File: src/rtl/sprite_pkg.sv
// sprite_pkg: shared field widths, descriptor layout helpers and FSM encoding for sprite_table.
package sprite_pkg;
  localparam int DEF_NUM_OBJ  = 8;
  localparam int DEF_FRAME_W  = 3;
  localparam int DEF_TYPE_W   = 2;
  localparam int DEF_HPOS_W   = 11;
  localparam int DEF_VPOS_W   = 10;
  localparam int DEF_OFFSET_W = 21;
  localparam int DEF_ANIM_DIV = 8;
  typedef enum logic {IDLE, SWEEP} state_t;
  function automatic int obj_w(input int f, input int t, input int h, input int v);
    return f + t + h + v;
  endfunction
  // Descriptor is {frame, type, hpos, vpos}, so the frame field sits above the other three.
  function automatic int frame_lsb(input int t, input int h, input int v);
    return t + h + v;
  endfunction
endpackage

File: src/rtl/sprite_table_scroll_accum.sv
// scroll_accum: scroll offset register, advanced by scroll_step on each vsync fall and wrapped at period.
module scroll_accum #(
  parameter int OFFSET_W = 21,
  parameter int STEP_W   = 11
) (
  input  logic                clock,
  input  logic                reset_n,
  input  logic                fall,
  input  logic [OFFSET_W-1:0] period,
  input  logic [STEP_W-1:0]   scroll_step,
  output logic [OFFSET_W-1:0] offset
);
  logic [OFFSET_W:0]   sum;
  logic [OFFSET_W-1:0] nxt;
  assign sum = {1'b0, offset} + (OFFSET_W+1)'(scroll_step);
  // A zero period pins the offset at 0 regardless of step.
  assign nxt = period == '0 ? '0
             : sum > {1'b0, period} ? OFFSET_W'(sum - {1'b0, period} - 1'b1)
             : sum[OFFSET_W-1:0];
  always_ff @(posedge clock or negedge reset_n)
    if (!reset_n) offset <= '0;
    else if (fall) offset <= nxt;
endmodule

File: src/rtl/sprite_table.sv
// sprite_table: NUM_OBJ sprite descriptors with per-frame animation sweep, scroll offset and a
// valid/ready write port from game logic.
module sprite_table import sprite_pkg::*; #(
  parameter int NUM_OBJ  = DEF_NUM_OBJ,
  parameter int FRAME_W  = DEF_FRAME_W,
  parameter int TYPE_W   = DEF_TYPE_W,
  parameter int HPOS_W   = DEF_HPOS_W,
  parameter int VPOS_W   = DEF_VPOS_W,
  parameter int OFFSET_W = DEF_OFFSET_W,
  parameter int ANIM_DIV = DEF_ANIM_DIV,
  localparam int OBJ_W   = obj_w(FRAME_W, TYPE_W, HPOS_W, VPOS_W),
  localparam int IDX_W   = NUM_OBJ > 1 ? $clog2(NUM_OBJ) : 1
) (
  input  logic                     clock,
  input  logic                     reset_n,
  input  logic                     vsync,
  input  logic [OFFSET_W-1:0]      period,
  input  logic [HPOS_W-1:0]        scroll_step,
  input  logic                     wr_valid,
  output logic                     wr_ready,
  input  logic [IDX_W-1:0]         wr_index,
  input  logic [OBJ_W-1:0]         wr_data,
  input  logic                     wr_anim,
  output logic [NUM_OBJ*OBJ_W-1:0] obj_bus,
  output logic [OFFSET_W-1:0]      p_offset,
  output logic                     frame_tick,
  output logic                     busy
);
  localparam int FR_LSB = frame_lsb(TYPE_W, HPOS_W, VPOS_W);
  localparam int DIV_W  = ANIM_DIV > 1 ? $clog2(ANIM_DIV) : 1;
  state_t             state;
  logic               vsync_q, fall, sweep_req, pending, go, last, div_last, wr_fire;
  logic [IDX_W-1:0]   idx;
  logic [DIV_W-1:0]   div_cnt;
  logic [OBJ_W-1:0]   obj [NUM_OBJ];
  logic [NUM_OBJ-1:0] anim;
  assign fall     = vsync_q & ~vsync;
  assign div_last = div_cnt == DIV_W'(ANIM_DIV - 1);
  assign last     = idx == IDX_W'(NUM_OBJ - 1);
  assign go       = sweep_req | pending;
  assign wr_ready = state == IDLE;
  assign busy     = state == SWEEP;
  assign wr_fire  = wr_valid & wr_ready;
  always_ff @(posedge clock or negedge reset_n)
    if (!reset_n) begin
      vsync_q    <= 1'b0;
      frame_tick <= 1'b0;
      div_cnt    <= '0;
      sweep_req  <= 1'b0;
      pending    <= 1'b0;
      state      <= IDLE;
      idx        <= '0;
    end else begin
      vsync_q    <= vsync;
      frame_tick <= fall;
      sweep_req  <= fall & div_last;
      if (fall) div_cnt <= div_last ? '0 : div_cnt + 1'b1;
      if (state == IDLE) begin
        if (go) begin
          state <= SWEEP;
          idx   <= '0;
        end
      end else if (last) begin
        // A request that arrived mid-sweep restarts the sweep without returning to IDLE.
        state   <= go ? SWEEP : IDLE;
        idx     <= '0;
        pending <= 1'b0;
      end else begin
        idx     <= idx + 1'b1;
        pending <= go;
      end
    end
  // Writes only happen in IDLE and the sweep only in SWEEP, so the two never collide on a slot.
  always_ff @(posedge clock or negedge reset_n)
    if (!reset_n) begin
      for (int i = 0; i < NUM_OBJ; i++) obj[i] <= '0;
      anim <= '0;
    end else begin
      for (int i = 0; i < NUM_OBJ; i++)
        if (wr_fire && 32'(wr_index) == i) begin
          obj[i]  <= wr_data;
          anim[i] <= wr_anim;
        end else if (state == SWEEP && 32'(idx) == i && anim[i])
          obj[i][FR_LSB +: FRAME_W] <= obj[i][FR_LSB +: FRAME_W] + 1'b1;
    end
  for (genvar i = 0; i < NUM_OBJ; i++) begin : g_bus
    assign obj_bus[i*OBJ_W +: OBJ_W] = obj[i];
  end
  scroll_accum #(.OFFSET_W(OFFSET_W), .STEP_W(HPOS_W)) u_scroll (
    .clock       (clock),
    .reset_n     (reset_n),
    .fall        (fall),
    .period      (period),
    .scroll_step (scroll_step),
    .offset      (p_offset)
  );
endmodule

File: config.mk
export PLATFORM = sky130hd
export DESIGN_NAME = sprite_table
export DESIGN_NICKNAME = d
export VERILOG_FILES = /design/src/rtl/sprite_pkg.sv /design/src/rtl/sprite_table_scroll_accum.sv /design/src/rtl/sprite_table.sv
export SDC_FILE = /design/constraint.sdc
export NUM_CORES = 1
export LEC_CHECK = 0
export ABC_AREA = 0
export BUFFER_PORTS_ARGS = -buffer_cell sky130_fd_sc_hd__buf_2
export CAP_MARGIN = 20
export CORE_MARGIN = 1
export CORE_UTILIZATION = 40
export DETAILED_ROUTE_END_ITERATION = 16
export PLACE_DENSITY = 0.69
export SETUP_SLACK_MARGIN = 0.15
export SYNTH_ARGS = -nofsm -noshare
export SYNTH_HDL_FRONTEND = slang
export SYNTH_HIERARCHICAL = 1
export SYNTH_SLANG_ARGS = --single-unit
File: constraint.sdc
create_clock -name clock -period 9.45 [get_ports clock]
set_clock_uncertainty 0.15 [all_clocks]
set_input_delay 0.945 -clock clock [delete_from_list [all_inputs] [get_ports clock]]
set_output_delay 0.945 -clock clock [all_outputs]
set_load 0.01 [all_outputs]
Word level (Yosys, flattened, before mapping)
Index checks and enable logic that the tools add are counted.
{ "totals": {"wordCells": 129, "ff_bits": 248, "input_bits": 66, "out_inout_bits": 232} }
{ "op_classes": {"reduce_logical": 36, "n_mux": 26, "eq_ne": 15, "bitwise_logic": 6, "add_sub_neg": 13, "order_cmp": 1} }
{ "ops": {"columns": ["operator", "n"], "rows": [
  ["$mux W3", 20],
  ["$mux W21", 2],
  ["$add A3 B1 Y3 const B", 10],
  ["$eq A3 B3 Y1 const B", 9],
  ["$logic_and A1 B1 Y1", 24],
  ["$add A21 B11 Y22", 1],
  ["$gt A22 B21 Y1", 1],
  ["$logic_not A21 Y1", 1],
  ["$sub A21 B1 Y21 const B", 1],
  ["$sub A21 B21 Y21", 1],
  ["$reduce_bool A2 Y1", 9],
  ["$eq A3 B2 Y1 const B", 4],
  ["$eq A3 B1 Y1 const B", 2],
  ["$logic_not A3 Y1", 2],
  ["$mux W1", 4],
  ["$and A1 B1 Y1", 3],
  ["$not A1 Y1", 2],
  ["$or A1 B1 Y1", 1]
]} }

Longest topological paths before layout
Gate-level depths: netlist (run 1).
{ "logic_depth": {"word_depth": 5, "ltp_mapped": 19} }

Modules after synthesis
The synthesis (run 1) kept the hierarchy.
{ "modules_own_cells": {"columns": ["mod", "n_inst", "area_each_um2", "cells_each"], "rows": [
  ["sprite_table", 1, 9142.5, 587],
  ["scroll_accum", 1, 2822.7, 339]
]} }

Least setup slack after synthesis (run 1)
No wires, ideal clock.
{ "synth_timing": {"kind": "input to register", "start": "in scroll_step[0]", "end": "reg u_scroll.offset[20]", "setup_ns": 0.080, "stages": 18, "arrival_time_ns": 4.644, "path_buffers": 1, "path_slack_ns": 4.576, "path_cell_list": "ha_1 fa_1 a211oi_1 o21ai_0 a311oi_1 o21ai_0 nand2_1 xnor2_1 ha_1 a21o_1 a21o_1 a21oi_1 o21ai_0 o31a_4 or2_1 buf_6 o311a_1 o22ai_2"} }
{ "synth_between": {"elab_chain_cells": 5} }
{ "synth_rtl": {"columns": ["item", "line", "rtl"], "rows": [
  ["start: declaration", "sprite_table.sv:18", "input logic [HPOS_W-1:0] scroll_step,"],
  ["$add A21 B11 Y22 (*)", "sprite_table_scroll_accum.sv:15", "assign sum = {1'b0, offset} + (OFFSET_W+1)'(scroll_step);"],
  ["$sub A21 B21 Y21", "sprite_table_scroll_accum.sv:18", ": sum > {1'b0, period} ? OFFSET_W'(sum - {1'b0, period} - 1'b1)"],
  ["$sub A21 B1 Y21", "sprite_table_scroll_accum.sv:18", null],
  ["$mux W21 (*)", "sprite_table_scroll_accum.sv:18", null],
  ["$mux W21 (*)", "sprite_table_scroll_accum.sv:17", "assign nxt = period == '0 ? '0"],
  ["end signal: assignment", "sprite_table_scroll_accum.sv:22", "else if (fall) offset <= nxt;"],
  ["end: declaration", "sprite_table_scroll_accum.sv:11", "output logic [OFFSET_W-1:0] offset"]
]} }
Mark *: on every way between the ends. The rest lies on a longest branch, timed or not.
A chain may end at the register's enable or synchronous reset.

Worst setup path in the final report (run 1)
{ "layout_timing": {"start": "in scroll_step[0]", "end": "reg u_scroll.offset[16]"} }
The elaborated chain is that of the path after synthesis.

==> results of run 1 <==
==> final timing paths <==
| path | slack, ps | cells past startpoint | endpoint |
|---|---|---|---|
| worst max-delay path | 3820 | 18 | u_scroll/offset[16] |
| worst min-delay path | 340 | 1 | busy |
| worst max register to register | 3880 | 17 | u_scroll/offset[16] |
| min in group clock | 340 | 1 | obj_bus[203] |
| max in group asynchronous | 7290 | 2 | obj_bus[124] |
| worst min register to register | 340 | 1 | obj_bus[203] |
==> sequential cells by signal (all words and copies together) (netlist names) <==
signal,flops
busy,1
u_scroll/offset,21
frame_tick,1
obj_bus,208
vsync_q,1
pending,1
div_cnt,3
sweep_req,1
anim,8
idx,3
==> report_power, final <==
part,internal (W),switching [W],leakage [nW]
logic,0.00115,0.00132,3.58
registers,0.00158,0.000324,2.99
clock network,0.000637,0.000439,0.450
total,0.00338,0.00208,7.02
==> cell type report <==
cell class | instances | area [um^2]
flip-flops and latches | 248 | 6210
multi-input cells | 602 | 5380
well taps | 384 | 480
clock buffers | 41 | 790
repair buffers | 302 | 1530
clock inverters | 11 | 133
fillers | 2596 | 14400
inverters | 48 | 180
==> stage by stage <==
step / util [%] / setup slack, ps / total power, W
after floorplan: - / 4580 / 0.00345
after CTS: 50.5 / 3890 / 0.00549
after detailed placement: 47.4 / 3360 / 0.00439
after global placement: 47.4 / 3450 / 0.00431
after global routing: 50.5 / 3390 / 0.00581
final: 50.5 / 3820 / 0.00546
==> kinds of logic (layout without fill, tap and decap cells) <==
group / count (synthesis) / after routing / share of synthesized area (%)
AOI/OAI and AO/OA: 155 / 155 / 9.30
xor gates and xnor gates: 42 / 42 / 3.07
adders and majority gates: 52 / 52 / 5.56
buffers and inverters: 76 / 402 / 3.27
DFF: 248 / 248 / 51.9
muxes: 212 / 212 / 19.8
and+or+nand+nor: 141 / 141 / 7.10
==> per-layer routing <==
metal / part of all wire (%) / vias to the layer above / wire, um / global-route usage [%]
met2: 49 / 288 / 15900 / 35.9
met4: 2.9 / 0 / 926 / 6.41
met5: 0 / - / 0 / 0
met1: 43 / 4368 / 13800 / 27.2
li1: - / 3995 / - / -
met3: 5.3 / 57 / 1700 / 3.52
==> cells in the final DEF, fill, tap and decap left out, drive strengths merged, types with 6 or more instances in the layout <==
cell     instances
nand3           18
inv             48
o32ai            6
dfrtp          248
mux2           200
nand2           28
a21o             7
o21ai           32
nand2b           9
a211oi           7
a31oi           13
a21oi           35
o2bb2ai         13
clkinv           8
ha              50
buf            302
xor2            15
and3            12
nor2            25
xnor2           27
clkbuf          41
mux2i           12
a221o            6
nand4            6
nor3            14
==> flow_summary.yaml, run 1 <==
outcome:
  status: "finished clean"
timing:
  relSlewSlack_pct: 28.5
  finalSetupViolCount: 0
  rsz0062_at_grt: "no"
  timing.fmax_ghz: 0.177
  finalSetupTns_ps: 0
  period_minus_slack_ps: 5630
  whs_ps: 337
  final_min_period_over_clock_period_pct: 59.6
  finalMaxSlewViolations: 0
  timing.final.hold_violations: 0
  worst_pin_slew_ps: 1070
route:
  dr.pass1.iters: 5
  routed_wl_mm: 32.3
  wire_per_inst_um: 19.7
  ant_nets: 0
  vias: 8708
  drcViolationCount: 0
  vias_per_cell: 5.32
  first_iter_violations: 413
setup_path:
  crit_path_cell_trace: "buf_2 > ha_1 > fa_1 > a211oi_1 > o21ai_0 > a311oi_1 > o21ai_0 > nand2_1 > xnor2_1 > ha_1 > and4_1 > nand3_1 > nor3_1 > a21oi_1 > o31a_4 > or2_1 > nand2_1 > o221ai_1"
  slowest_stage: "or2_1"
  start_kind: "input port"
  cp_num_buf_inv: 1
  critPathTopFamily: "compound AO/OA/AOI/OAI gates"
  crit_fanout: 16
  required_ps: 9740
  critPathMaxStageDelay_ps: 690
  crit_arrival_ps: 5930
  timing.rr.start: "u_scroll/offset[0]"
  worstSetupEndpointType: "flip-flop"
  worstSetupPathType: "input port to flip-flop"
  startpoint: "scroll_step[0]"
logic_synthesis:
  synth_top_area_share_pct: 51.9
  synth_most_common_cell: "dfrtp_1"
  syn-num-nets: 1044
  yosysSeqAreaShare_pct: 51.9
  synth.avg_cell_area_um2: 12.9
  synth_top_cell_by_area: "dfrtp_1"
  synth_edf_count: 0
  netlist_instances: 926
  synthArstFlopShare_pct: 100
  yosys-top-cells-area: "dfrtp_1 52%, mux2_2 19%, ha_1 5.2%, xnor2_1 2.0%, inv_1 1.5%"
  synth_cell_types: 79
  ys_ff_latch: 248
  synth_common_cells: "248 x dfrtp_1, 199 x mux2_2, 50 x ha_1"
  netlist_area_um2: 12000
  ys_warn_count: 6
  ys.flop_type: "dfrtp_1"
cts:
  clock_latency_ps: 540
  clock_sinks: 248
  htree_levels: 1
  clockRootBuffer: "clkbuf_16"
  cts_tree: "built"
  clockBufferDepth: 3
  cts_buffers: 28
  post_cts_resized: 0
  postCtsSetupRepairBufs: 0
  holdBufCountCts: 0
  clk_pin_slew_ps: 60
power_and_ir_drop:
  power_leakage_nw: 7.02
  vdd.ir_drop.worst_mv: 0.189
  powerDensity_nw_per_um2: 371
finish:
  area_growth_pct: 22.8
  antenna_cells: 0
  drive_above_1_share_pct: 46.2
  layout.cells.non_filler: 1636
  final_area_um2: 14700
  final_nets: 1348
placed_design:
  postPlaceCellArea_um2: 13800
  dp.cells: 1584
  hpwl_mm: 22.8
  io_buffers: 297
  place.gp.congestion: 0.840
die:
  io_pins: 298
  rows: 62
  die_h_um: 175
  dieArea_um2: 30600
  coreArea_um2: 29100
  start_util_pct: 41.1
  die-width_um: 175
min_path:
  hold_class: "input port to asynchronous set/reset pin"
global_route:
  grt_overflow: 0
  grt_pass1_vias: 8812
  antenna_found_initial: 0
  grt_max_degree: 120
  grtUsageTotal_pct: 21.0
  grt_pass1_wl_mm: 50.6
flow_run:
  drv_cap: 0
No activity file was read; power rests on OpenSTA's default activity.
==> run 2, diff against run 1 <==
- clock period: 9.45 -> 5.85 ns (I/O delays scaled with it)
==> run 2 against run 1 <==
  * The flow now finishes with violations (hold timing)
  * Sequential share of layout area is 0.35 points lower
  * Via count shrank 0.28%
  * Setup slack worse by 3000 ps
  * Global-route usage fell by 0.15 points
  * Worst hold slack worse by 410 ps
  * Sequential cell count did not move
  * Combinational power increased by 62%
  * Register-to-register slack got worse by 3000 ps
  * Utilization grew 0.43 points
  * Routed wire length decreased by 1.1%
==> flow_summary.yaml, run 2 (synthesis gave the netlist of run 1 again) <==
die:
  io_pins: 298
  die-width_um: 175
  dieArea_um2: 30600
  coreArea_um2: 29100
  start_util_pct: 41.1
  rows: 62
  die_h_um: 175
power_and_ir_drop:
  power_frac_seq_pct: 34.3
  swShare_pct: 37.5
  clkPwrFrac_pct: 21.1
  p_int_w: 0.00561
  power.total_w: 0.00898
  p_switching_w: 0.00336
  power_leakage_nw: 7.08
  powerDensity_nw_per_um2: 606
  power_frac_comb_pct: 44.6
  vdd.ir_drop.worst_mv: 0.336
finish:
  largest_register_ffs: 208
  drive_above_1_share_pct: 46.7
  final_cell_mix: "296 x buf_2, 248 x dfrtp_1, 199 x mux2_2, 50 x ha_1, 47 x inv_1"
  num-fill-cells: 2587
  area_growth_pct: 23.9
  layout_commonest_cell: "buf_2"
  final_nets: 1349
  antenna_cells: 0
  final_area_um2: 14800
route:
  routed_wl_mm: 31.9
  vias_per_cell: 5.31
  drcViolationCount: 0
  vias: 8684
  first_iter_violations: 501
  wire_per_inst_um: 19.5
  dr.pass1.iters: 5
  ant_nets: 0
cts:
  cts_tree: "built"
  post_cts_resized: 0
  postCtsSetupRepairBufs: 0
  clk_pin_slew_ps: 60
  clock_latency_ps: 540
  clockBufferDepth: 3
  holdBufCountCts: 1
  htree_levels: 1
  cts_buffers: 27
  clock_sinks: 248
  clockRootBuffer: "clkbuf_16"
placed_design:
  postPlaceCellArea_um2: 13800
  io_buffers: 297
  hpwl_mm: 22.3
  place.gp.congestion: 0.856
global_route:
  grtUsageTotal_pct: 20.9
  antenna_found_initial: 0
  grt_pass1_wl_mm: 50.2
  grt_pass1_vias: 8760
  grt_max_degree: 134
  grt_overflow: 0
timing:
  period_minus_slack_ps: 5020
  relSlewSlack_pct: 27.6
  finalSetupViolCount: 0
  final_min_period_over_clock_period_pct: 85.8
  timing.final.hold_violations: 30
  finalSetupTns_ps: 0
  finalMaxSlewViolations: 0
  timing.fmax_ghz: 0.199
  worst_pin_slew_ps: 1080
  whs_ps: -71.2
  rsz0062_at_grt: "no"
setup_path:
  required_ps: 6120
  worstSetupEndpointType: "flip-flop"
  critPathTopFamily: "compound AO/OA/AOI/OAI gates"
  path_common_cell: "o21ai_0"
  cp_num_buf_inv: 2
  slowest_stage: "fa_1"
  crit_arrival_ps: 5290
  critPathMaxStageDelay_ps: 450
  worstSetupPathType: "flip-flop to flip-flop"
  crit_path_cell_trace: "ha_1 > fa_1 > a211oi_1 > o21ai_0 > a311oi_1 > buf_4 > o21ai_0 > nand2_1 > xnor2_1 > ha_1 > a21o_1 > a21o_1 > a21oi_1 > o21ai_0 > o31a_4 > or2_1 > buf_12 > o21ai_0 > o2bb2ai_1"
  start_kind: "flip-flop"
  crit_fanout: 11
min_path:
  hold_class: "input port to asynchronous set/reset pin"
outcome:
  status: "complete, but fails checks"
  violations: "hold timing"
flow_run:
  drv_cap: 0
## run 2: cell count changes in the layout (fill, tap and decap cells not counted)
| cell | change |
|---|---|
| buf_12 | +2 |
| buf_4 | -1 |
| bufinv_16 | +4 |
| clkbuf_1 | -8 |
| clkbuf_16 | -1 |
| clkinv_2 | +3 |
| clkinv_8 | -1 |
| dlygate4sd3_1 | +1 |
| inv_16 | +1 |
| inv_6 | +1 |
| inv_8 | -1 |
## run 2: routing by layer
| metal | wire [um] | up-vias | track usage (%) |
|---|---|---|---|
| li1 | - | 3999 | - |
| met1 | 13800 | 4345 | 27.0 |
| met2 | 15200 | 271 | 34.6 |
| met3 | 1600 | 69 | 3.59 |
| met4 | 1310 | 0 | 8.55 |
| met5 | 0 | - | 0 |
## run 2: area by class of cell
| cell class | count | area, um^2 | share of cell area [%] |
|---|---|---|---|
| flip-flops and latches | 248 | 6210 | 41.9 |
| multi-input cells | 602 | 5380 | 36.3 |
| repair buffers | 304 | 1580 | 10.6 |
| clock buffers | 32 | 734 | 4.96 |
| well taps | 384 | 480 | 3.24 |
| clock inverters | 18 | 269 | 1.81 |
| inverters | 48 | 180 | 1.22 |
## run 2: metrics by stage
step | worst slack [ps] | std cells | utilization (%) | hold slack, ps
finish | 833 | 1636 | 51.0 | -71.2
global route | 509 | 1636 | 51.0 | 31.2
CTS | 865 | 1636 | 51.0 | 7.66
detailed placement | 623 | 1585 | 47.5 | 337
global placement | 713 | 1585 | 47.5 | 312
floorplan | 1340 | 926 | - | 139
## run 2: power by group through the flow
stage / Sequential [W] / Combinational, W / Clock, W
6_report: 0.00308 / 0.00401 / 0.00189
5_1_grt: 0.00320 / 0.00435 / 0.00201
4_1_cts: 0.00308 / 0.00402 / 0.00194
3_5_place_dp: 0.00310 / 0.00400 / 0
3_3_place_gp: 0.00306 / 0.00394 / 0
2_1_floorplan: 0.00342 / 0.00216 / 0
## run 2: worst paths after layout
path / start / to / slack, ps / depth (start not counted)
max: u_scroll/offset[0] / u_scroll/offset[2] / 830 / 19
min: reset_n / obj_bus[177] / -70 / 1
max reg2reg: u_scroll/offset[0] / u_scroll/offset[2] / 830 / 19
min reg2reg: obj_bus[35] / obj_bus[35] / 350 / 1
max in group asynchronous: reset_n / obj_bus[172] / 4410 / 2
min in group clock: wr_data[15] / obj_bus[67] / 220 / 2
## run 2: worst register-to-register path, stage by stage (launching register included)
cell	delay [ps]
dfrtp_1	400
ha_1	270
fa_1	450
a211oi_1	320
o21ai_0	200
a311oi_1	340
buf_4	190
o21ai_0	240
nand2_1	160
xnor2_1	90
ha_1	230
a21o_1	200
a21o_1	170
a21oi_1	180
o21ai_0	150
o31a_4	350
or2_1	350
buf_12	200
o21ai_0	160
o2bb2ai_1	80
==> run 3, diff against run 2 <==
- PLACE_DENSITY: 0.69 -> not set
- RECOVER_POWER: not set -> 100
==> run 3 against run 2 <==
  * The run ends with capacitance limit, slew limit left
  * Setup slack lost 67 ps
  * Largest power group unchanged
  * Maximum frequency shrank 1.3%
  * Sequential cell count is the same
  * Highest routed layer unchanged
  * Register-to-register slack lost 70 ps
  * Critical path type unchanged
  * Largest cell class unchanged
==> flow_summary.yaml, run 3 (synthesis gave the netlist of run 1 again) <==
outcome:
  status: "complete, but fails checks"
  violations: "capacitance limit, slew limit"
route:
  drcViolationCount: 0
  vias: 8755
  dr.pass1.iters: 6
  routed_wl_mm: 32.8
  first_iter_violations: 477
  wire_per_inst_um: 20.0
  vias_per_cell: 5.34
  ant_nets: 0
cts:
  post_cts_resized: 0
  clock_latency_ps: 540
  clockBufferDepth: 3
  clock_sinks: 248
  htree_levels: 1
  cts_buffers: 29
  clk_pin_slew_ps: 70
  clockRootBuffer: "clkbuf_16"
  cts_tree: "built"
  holdBufCountCts: 2
  postCtsSetupRepairBufs: 0
die:
  io_pins: 298
  start_util_pct: 41.1
  coreArea_um2: 29100
  dieArea_um2: 30600
  die-width_um: 175
  die_h_um: 175
  rows: 62
power_and_ir_drop:
  vdd.ir_drop.worst_mv: 0.253
  p_switching_w: 0.00340
  clkPwrFrac_pct: 19.6
  power_leakage_nw: 6.25
  power_frac_comb_pct: 44.0
  p_int_w: 0.00519
  power_frac_seq_pct: 36.3
  powerDensity_nw_per_um2: 600
  swShare_pct: 39.6
setup_path:
  crit_fanout: 8
  crit_arrival_ps: 5350
  timing.rr.start: "u_scroll/offset[0]"
  reg2reg_to: "u_scroll/offset[1]"
  critPathTopFamily: "compound AO/OA/AOI/OAI gates"
  start_kind: "flip-flop"
  required_ps: 6120
  startpoint: "u_scroll/offset[0]"
  critPathMaxStageDelay_ps: 490
  r2r_slack_ps: 770
  crit_path_cell_trace: "ha_1 > fa_1 > a211oi_1 > o21ai_0 > a311oi_1 > clkbuf_1 > o21ai_0 > nand2_1 > xnor2_1 > ha_1 > and4_1 > nand3_1 > nor3_1 > a21oi_1 > o31a_4 > nor2_1 > mux2i_1 > o2bb2ai_1"
  cp_num_buf_inv: 1
  worstSetupEndpointType: "flip-flop"
  r2r_cells: 18
  worstSetupPathType: "flip-flop to flip-flop"
  slowest_stage: "nor2_1"
global_route:
  grt_pass1_wl_mm: 51.5
  grt_pass1_vias: 8900
  antenna_found_initial: 0
  grt_overflow: 0
  grtUsageTotal_pct: 21.5
  grt_max_degree: 167
timing:
  finalSetupTns_ps: 0
  finalSetupViolCount: 0
  final_min_period_over_clock_period_pct: 86.9
  period_minus_slack_ps: 5080
  relSlewSlack_pct: -167
  timing.fmax_ghz: 0.197
  worst_pin_slew_ps: 4010
  finalMaxSlewViolations: 267
  rsz0062_at_grt: "no"
  timing.final.hold_violations: 0
placed_design:
  hpwl_mm: 22.9
  io_buffers: 297
  place.gp.congestion: 0.888
  postPlaceCellArea_um2: 13800
  dp.cells: 1585
min_path:
  hold_depth: 2
  hold_start: "wr_data[21]"
  hold_class: "input port to flip-flop"
  hold_path_end: "obj_bus[203]"
finish:
  final_area_um2: 14300
  layout_commonest_cell: "dfrtp_1"
  final_cell_mix: "248 x dfrtp_1, 241 x clkbuf_1, 199 x mux2_2, 63 x buf_2, 50 x ha_1"
  drive_above_1_share_pct: 26.6
  layout.cells.non_filler: 1639
  final_nets: 1352
  area_growth_pct: 19.7
  largest_register_ffs: 208
  antenna_cells: 0
  post-route-util_pct: 49.2
flow_run:
  drv_cap: 8
run 3: changes by cell type in the layout (fill, tap and decap cells not counted), moves of 2 or more:
cell	delta
nand2_1	+5
bufinv_16	-6
clkinvlp_4	+2
nor2_4	-3
clkbuf_1	+240
nor2_1	+5
buf_2	-233
nand2_2	-4
clkbuf_16	+2
run 3: stage by stage:
| stage | hold WS, ps | setup WS (ps) | total power, W |
|---|---|---|---|
| 2_1_floorplan | 139 | 1340 | 0.00558 |
| 3_3_place_gp | 312 | 801 | 0.00704 |
| 3_5_place_dp | 325 | 727 | 0.00712 |
| 4_1_cts | 205 | 935 | 0.00886 |
| 5_1_grt | 231 | 260 | 0.00919 |
| 6_report | 236 | 766 | 0.00859 |
run 3: layer usage:
layer | vias up | wire [um] | track usage (%)
met3 | 50 | 1840 | 3.96
met5 | - | 0 | 0
met4 | 0 | 980 | 6.78
met1 | 4441 | 14700 | 28.9
li1 | 3998 | - | -
met2 | 266 | 15300 | 35.0
run 3: worst max path at each step:
stage / slack (ps) / cells past startpoint / to
after detailed placement: 730 / 20 / u_scroll/offset[7]
after floorplan: 1340 / 18 / u_scroll/offset[20]
after global routing: 260 / 18 / u_scroll/offset[1]
after CTS: 940 / 19 / u_scroll/offset[7]
after global placement: 800 / 20 / u_scroll/offset[2]
final: 770 / 18 / u_scroll/offset[1]
run 3: final cells by class:
type	count	area (um^2)
clock buffers	40	817
clock inverters	12	78.8
fillers	2773	14800
inverters	48	180
multi-input cells	602	5290
flip-flops and latches	248	6210
well taps	384	480
repair buffers	305	1270
run 3: power groups by stage:
stage / registers (W) / logic (W) / clock network [W]
finish: 0.00312 / 0.00378 / 0.00169
global route: 0.00325 / 0.00415 / 0.00180
CTS: 0.00310 / 0.00402 / 0.00174
detailed placement: 0.00312 / 0.00400 / 0
global placement: 0.00308 / 0.00395 / 0
floorplan: 0.00342 / 0.00216 / 0
run 3: worst reg2reg max path, cell delays in order, from the launching register on:
cell	delay, ps
dfrtp_1	420
ha_1	280
fa_1	440
a211oi_1	360
o21ai_0	180
a311oi_1	240
clkbuf_1	240
o21ai_0	290
nand2_1	200
xnor2_1	80
ha_1	390
and4_1	260
nand3_1	120
nor3_1	230
a21oi_1	110
o31a_4	160
nor2_1	490
mux2i_1	260
o2bb2ai_1	80
